`config.mk`:
```
export PLATFORM = sky130hd
export DESIGN_NAME = float_dot_seq
export DESIGN_NICKNAME = d
export VERILOG_FILES = /design/src/rtl/float_dot_seq.sv
export SDC_FILE = /design/constraint.sdc
export NUM_CORES = 1
export LEC_CHECK = 0
export BUFFER_PORTS_ARGS = -buffer_cell sky130_fd_sc_hd__buf_2
export CORE_MARGIN = 2
export CORE_UTILIZATION = 50
export DETAILED_ROUTE_END_ITERATION = 8
export HOLD_SLACK_MARGIN = 0.02
export PLACE_DENSITY = 0.71
export SLEW_MARGIN = 0
export SYNTH_ARGS = -nofsm -noshare
export SYNTH_HDL_FRONTEND = slang
export SYNTH_SLANG_ARGS = --single-unit
```
`constraint.sdc`:
```
create_clock -name clk -period 6.75 [get_ports clk]
set_input_delay 0 -clock clk [delete_from_list [all_inputs] [get_ports clk]]
set_output_delay 0 -clock clk [all_outputs]
set_load 0.02 [all_outputs]
```
`src/rtl/float_dot_seq.sv`:
```
// float_dot_seq: drives one pipelined float MAC to form bias + sum(x*w),
// interleaving MAC_LAT partial-sum lanes, then folding the lanes together.
`ifndef D_LEN
`define D_LEN 32
`endif
module float_dot_seq #(
  parameter int MAC_LAT = 7,
  parameter int LEN_W   = 16
) (
  input  logic              clk,
  input  logic              rst_n,
  input  logic              start,
  input  logic [LEN_W-1:0]  len,
  input  logic [`D_LEN-1:0] bias,
  input  logic              op_valid,
  output logic              op_ready,
  input  logic [`D_LEN-1:0] op_x,
  input  logic [`D_LEN-1:0] op_w,
  output logic [`D_LEN-1:0] mac_mul_a,
  output logic [`D_LEN-1:0] mac_mul_b,
  output logic [`D_LEN-1:0] mac_add_a,
  input  logic [`D_LEN-1:0] mac_out,
  output logic              busy,
  output logic              res_valid,
  output logic [`D_LEN-1:0] res_data
);
  localparam int DW = `D_LEN;
  localparam int PW = $clog2(MAC_LAT);
  localparam int MW = $clog2(MAC_LAT + 1);
  localparam logic [DW-1:0] ONE = DW'(32'h3F80_0000);
  localparam logic [PW-1:0] PH_LAST = PW'(MAC_LAT - 1);

  typedef enum logic [2:0] {
    IDLE, ACCUM, COLLECT, REDUCE, DONE
  } state_t;

  state_t           state;
  logic [LEN_W-1:0] n;
  logic [LEN_W-1:0] k;
  logic [DW-1:0]    bias_q;
  logic [MAC_LAT-1:0] live;
  logic [PW-1:0]    ph;
  logic [MW-1:0]    m;
  logic [MW-1:0]    j;
  logic [DW-1:0]    pbuf [MAC_LAT];
  logic             hold;

  logic             emerging;
  logic             xfer;
  logic             issue;
  logic [MW-1:0]    m_nxt;

  assign emerging = live[MAC_LAT-1];
  assign op_ready = (state == ACCUM) && (k < n);
  assign xfer     = op_valid && op_ready;
  assign busy     = (state != IDLE);
  assign issue    = (state == REDUCE) && (ph == '0) && (j < m);
  assign m_nxt    = m + MW'(emerging);

  // Steer operands into the MAC for the current phase
  always_comb begin
    mac_mul_a = '0;
    mac_mul_b = '0;
    mac_add_a = '0;
    unique case (1'b1)
      state == ACCUM: begin
        if (xfer) begin
          mac_mul_a = op_x;
          mac_mul_b = op_w;
        end
        if (emerging)
          mac_add_a = mac_out;
        else if (xfer && k == '0)
          mac_add_a = bias_q;
      end
      issue: begin
        mac_mul_a = pbuf[j];
        mac_mul_b = ONE;
        mac_add_a = (j == MW'(1)) ? pbuf[0] : mac_out;
      end
      default: ;
    endcase
  end

  // Sequencer FSM, lane tracking, lane buffer and result register
  always_ff @(posedge clk or negedge rst_n) begin
    if (!rst_n) begin
      state     <= IDLE;
      n         <= '0;
      k         <= '0;
      bias_q    <= '0;
      live      <= '0;
      ph        <= '0;
      m         <= '0;
      j         <= '0;
      hold      <= 1'b0;
      res_valid <= 1'b0;
      res_data  <= '0;
      for (int i = 0; i < MAC_LAT; i++)
        pbuf[i] <= '0;
    end else begin
      res_valid <= 1'b0;
      unique case (state)
        IDLE: begin
          live <= '0;
          k    <= '0;
          m    <= '0;
          j    <= '0;
          ph   <= '0;
          if (start) begin
            n      <= len;
            bias_q <= bias;
            if (len == '0) begin
              state <= DONE;
              hold  <= 1'b1;
            end else begin
              state <= ACCUM;
            end
          end
        end
        ACCUM: begin
          live <= {live[MAC_LAT-2:0], xfer | emerging};
          if (xfer) begin
            k <= k + 1'b1;
            if (k + 1'b1 == n) begin
              state <= COLLECT;
              ph    <= '0;
              m     <= '0;
            end
          end
        end
        COLLECT: begin
          live <= {live[MAC_LAT-2:0], 1'b0};
          if (emerging)
            pbuf[m] <= mac_out;
          m  <= m_nxt;
          ph <= ph + 1'b1;
          if (ph == PH_LAST) begin
            ph <= '0;
            j  <= MW'(1);
            if (m_nxt == MW'(1)) begin
              state     <= DONE;
              res_valid <= 1'b1;
              res_data  <= emerging ? mac_out : pbuf[0];
            end else begin
              state <= REDUCE;
            end
          end
        end
        REDUCE: begin
          if (ph == PH_LAST) begin
            ph <= '0;
            j  <= j + 1'b1;
          end else begin
            ph <= ph + 1'b1;
          end
          if (ph == '0 && j == m) begin
            state     <= DONE;
            res_valid <= 1'b1;
            res_data  <= mac_out;
          end
        end
        DONE: begin
          if (hold) begin
            hold      <= 1'b0;
            res_valid <= 1'b1;
            res_data  <= bias_q;
          end else begin
            state <= IDLE;
          end
        end
        default: state <= IDLE;
      endcase
    end
  end
endmodule

```
# Yosys cells after proc, flatten, opt, wreduce, memory -nomap -nowiden
# Cells that the tools add are included.
[word_totals]
reg_bits = 341
latch_bits = 0
ramBits = 0
romBits = 0
input_bits = 148
output_inout_bits = 131
wordCells = 125
memories = 0
[op_classes]
add_sub_neg = 4
multipliers = 0
n_div = 0
magnitude_cmp = 5
n_eq_ne = 19
n_shift = 0
muxes = 48
bitwise = 3
reduce_logical = 28
[ops]
columns = ["op", "n"]
rows = [
  ["32-bit 2-to-1 mux", 13],
  ["224-bit bitwise mux", 1],
  ["32-bit case mux with 2 select lines", 3],
  ["32-bit binary-select mux with 3-bit select", 1],
  ["32-bit demux with 3-bit select", 1],
  ["32-bit case mux with 3 select lines", 1],
  ["3-bit 2-to-1 mux", 13],
  ["16-bit logical NOT", 2],
  ["16-bit case mux with 2 select lines", 1],
  ["3-bit case mux with 3 select lines", 3],
  ["7-bit case mux with 3 select lines", 1],
  ["16-bit by 1-bit adder with 16-bit output, second input constant", 1],
  ["16-bit equality test", 1],
  ["16-bit < comparator", 1],
  ["16-bit 2-to-1 mux", 1],
  ["3-bit case mux with 5 select lines", 1],
  ["3-bit nonzero test", 5],
  ["2-bit inequality test, second input constant", 7],
  ["3-bit AND reduction", 4],
  ["3-bit by 1-bit equality test with 1-bit output, second input constant", 3],
  ["4-bit >= comparator, second input constant", 2],
  ["3-bit inverter with 4-bit output", 2],
  ["1-bit logical AND", 7],
  ["3-bit by 1-bit adder with 3-bit output, second input constant", 2],
  ["17 further kinds", 30],
]

# Depth between registers and ports, before layout
[depth]
word_depth = 7
ltp_mapped = 11
mapped_depth_nobuf = 9

# Worst setup path before layout
# OpenSTA, ideal clock, no wires.
[synth_path]
path_type = "reg2out"
from = "register j[0]"
to = "output mac_add_a[1]"
arrival_ns = 2.547
required_time_ns = 6.750
slack_ns = 4.203
stages_incl_launch_ff = 12
path_buffers = 3
path_cell_list = "dfrtp_1 > buf_1 > inv_1 > ha_1 > nor2b_1 > o21ai_0 > nor4bb_1 > and3b_1 > clkbuf_1 > clkbuf_1 > a222oi_1 > inv_1"
[synth_between]
elab_chain_len = 3
elab_cells_between_ends = 5
classes_between = "order compare: 1; eq/ne: 1; mux: 2; reduce/logical: 1"
[synth_rtl]
columns = ["element", "line_no", "rtl"]
rows = [
  ["from (decl)", "44", "logic [MW-1:0] j;"],
  ["from (signal assigned)", "153", "j <= j + 1'b1;"],
  ["3-bit < comparator or 3-bit by 1-bit equality test with 1-bit output (tied branches)", "57, 79", ""],
  ["1-bit logical AND or 32-bit 2-to-1 mux (tied branches)", "57, 79", ""],
  ["32-bit case mux with 2 select lines *", "65", "unique case (1'b1)"],
  ["to (decl)", "21", "output logic [`D_LEN-1:0] mac_add_a,"],
]
# Mark *: on every way between the ends. The rest lies on a longest branch, timed or not.

# Final worst setup path
[layout_path]
from = "register k[11]"
to = "output mac_mul_a[18]"
[layout_between]
elab_chain_len = 5
[layout_rtl]
columns = ["element", "line_no", "rtl"]
rows = [
  ["from (decl)", "39", "logic [LEN_W-1:0] k;"],
  ["from (signal assigned)", "124", "k <= k + 1'b1;"],
  ["16-bit < comparator", "54", "assign op_ready = (state == ACCUM) && (k < n);"],
  ["1-bit logical AND", "54", ""],
  ["1-bit logical AND", "55", "assign xfer = op_valid && op_ready;"],
  ["32-bit 2-to-1 mux", "67", "if (xfer) begin"],
  ["32-bit case mux with 2 select lines", "65", ""],
  ["to (decl)", "19", "output logic [`D_LEN-1:0] mac_mul_a,"],
]
# No other way between the ends.

==> results.json <==
{
  "synth.avg_cell_area_sq_um": 11.6,
  "postSynthRegisterBits": 341,
  "clock_power_share": 0.293,
  "synth-edff-count": 0,
  "power.combinational.fraction": 0.317,
  "grt_first_pass_wirelength_um": 75300,
  "status": "completed",
  "die_height_um": 190,
  "post-route-period-util": 0.614,
  "main_synth_ff_type": "dfrtp_1",
  "antenna_cell_count": 0,
  "critical_path_peak_fanout": 55,
  "critical_path_required_ps": 6750,
  "worst_setup_path_end_kind": "output port",
  "via_count": 13700,
  "worst-r2r-setup-slack_ps": 3060,
  "cts_setup_buffers": 0,
  "ios": 279,
  "post_drt_via_cell_ratio": 6.00,
  "die_x_extent_um": 190,
  "syn-cell-area_sq_mm": 0.0173,
  "gr_usage_total": 0.264,
  "syn_to_final_growth_pct": 22.3,
  "core_area_sq_mm": 0.0343,
  "critical_path_at_ps": 4140,
  "fmax_mhz": 241,
  "sequential_power_share": 0.390,
  "worst-slew-pin-transition_ps": 1230,
  "cts.sinks": 341,
  "route.detailed.drc": 0,
  "num-nets-final": 1969,
  "cts.clk_slew.worst_paths_ps": 60,
  "wl_met1_um": 20100,
  "first_iter_violations": 1287,
  "postSynthNetCount": 1661,
  "static_power_due_to_leakage_nw": 10.0,
  "met3RoutedLength_um": 2890,
  "initial_utilization": 0.503,
  "cellInternalPower_mw": 4.57,
  "core.rowCount": 68,
  "ff_latch_area_sq_mm": 0.00854,
  "drt_first_pass_iters": 6,
  "report.final.hold_viol_count": 0,
  "switching_portion_of_total_power": 0.355,
  "final_weighted_congestion_of_routability_driven_global_placement": 0.897,
  "drv_cap": 0,
  "postRouteWirelength_um": 47400,
  "worst_hold_path_type": "primary input to asynchronous set/reset pin",
  "cts.path.max_buffers": 3,
  "ctsRootBufferMaster": "clkbuf_16",
  "dp.final_hpwl_um": 29100,
  "finalCriticalPeriod_ps": 4140,
  "die_area_sq_mm": 0.0360,
  "multi_input_comb_area_sq_mm": 0.00812,
  "portBuffers": 278,
  "p_switching_mw": 2.51,
  "postRouteAntennaNets": 0,
  "wl_met2_um": 23100,
  "final-setup-viol-count": 0,
  "layout.cells.most_common": "dfrtp_1",
  "total_power_mw": 7.08,
  "clock_latency_ps": 530,
  "num_cts_buffers": 37,
  "fin_tns_setup_ps": 0,
  "vdd.ir_drop.worst_uv": 245,
  "finalMaxSlewViolations": 0,
  "number_of_global_route_vias_before_repair": 14100,
  "synth.yosys.warnings": 0,
  "worst_clock_skew_ps": 19.9,
  "netlist_instances": 1488,
  "setup_repair_after_global_routing_missed_its_margin": "false",
  "grt-ovfl-total": 0,
  "final.fill_count": 2696,
  "tritoncts": "built",
  "asyncSetResetFlopFracSynth": 1.00,
  "grt_antenna_before_repair": 0,
  "ys_types": 60,
  "timing.critical_path.from_type": "flip-flop",
  "wire_per_inst_um": 20.8,
  "route.top_layer_used": "met4",
  "yosysSeqAreaShare": 0.494,
  "grt_max_degree": 175,
  "h-tree-depth": 2,
  "worstSetupPathType": "flip-flop to output port",
  "drive_gt1_frac": 0.370,
  "slew_headroom": 0.178,
  "most_frequent_cells_in_the_layout": "dfrtp_1, buf_2, mux2_2",
  "power_density_of_the_placed_cells_mw_per_mm2": 336
}
## worst max-delay path: stages, from the launching register on
cell       delay, ps
dfrtp_1          490
ha_1             360
a21oi_1          140
o21ai_0          190
a2111oi_0        550
and3_2           980
buf_4            520
a22o_1           210
buf_2            160
## logic make-up after synthesis
group           Yosys count  synth area share
flops                   341             0.494
simple gates            281            0.0798
compound gates          321             0.128
fa+ha+maj                25            0.0181
buf+inv                 175            0.0399
xor+xnor                 24            0.0122
mux                     321             0.228
## synth_stat cells, types with 7 or more instances
cell,instances,area [sq um]
a222oi_1,64,641
nor3_1,7,35.0
buf_2,26,130
a21oi_1,117,586
a21o_1,8,60.1
xor2_1,7,61.3
nor2_1,123,462
a31oi_1,7,43.8
buf_1,14,52.6
o21ai_0,55,275
nand3_1,18,90.1
mux4_2,32,721
dfrtp_1,341,8530
ha_1,25,313
a22o_1,40,350
xnor2_1,17,149
nor4_1,11,68.8
and3_1,7,43.8
nand4_1,12,75.1
clkbuf_1,71,267
mux2i_1,32,320
nand2_1,50,188
mux2_2,257,2890
inv_1,63,236
and2_1,26,163
## cell type report
cell class / count / share of cell area
well taps: 455 / 0.0270
flip-flops and latches: 341 / 0.405
inverters: 64 / 0.0114
clock inverters: 14 / 0.00859
multi-input cells: 972 / 0.385
clock buffers: 52 / 0.0508
repair buffers: 380 / 0.113
## power groups by stage
stage | Clock (mW) | Combinational [mW] | Sequential, mW
after floorplan | 0 | 1.41 | 2.79
after global placement | 0 | 2.14 | 2.76
after detailed placement | 0 | 2.20 | 2.78
after CTS | 2.11 | 2.24 | 2.75
after global routing | 2.19 | 2.46 | 2.81
final | 2.08 | 2.25 | 2.76
## timing repair
action	CTS	global route
hold buffers	82	0
endpoints found under the hold margin	398	0
resized for setup	0	0
## worst paths after layout
path	depth (start not counted)	to	start
min	2	n[0]	rst_n
min reg2reg	1	pbuf[97]	pbuf[97]
max	8	mac_mul_a[18]	k[11]
max in group asynchronous	3	pbuf[179]	rst_n
min in group clk	3	bias_q[26]	bias[26]
max reg2reg	8	k[10]	k[11]
## per-stage QoR
stage / instances / util / setup slack [ps] / hold WS, ps / instance area [sq um]
floorplan: 1488 / - / 4200 / -296 / 17300
global placement: 2130 / 0.555 / 3240 / 84.2 / 19000
detailed placement: 2130 / 0.555 / 3110 / 85.1 / 19000
CTS: 2278 / 0.616 / 2640 / 127 / 21100
global route: 2278 / 0.616 / 2370 / 166 / 21100
finish: 2278 / 0.616 / 2610 / 107 / 21100
## sequential cells by signal, indices dropped and copies added (netlist names)
name       flops
pbuf         224
bias_q        32
hold           1
state          3
res_data      32
m              3
live           7
ph             3
k             16
j              3
n             16
res_valid      1
## metal layers
| metal | track usage | up-vias |
|---|---|---|
| met3 | 0.0376 | 96 |
| met1 | 0.351 | 6898 |
| li1 | - | 6124 |
| met2 | 0.443 | 560 |
| met4 | 0.0960 | 0 |
| met5 | 0 | - |
No activity file was read; power rests on OpenSTA's default activity.
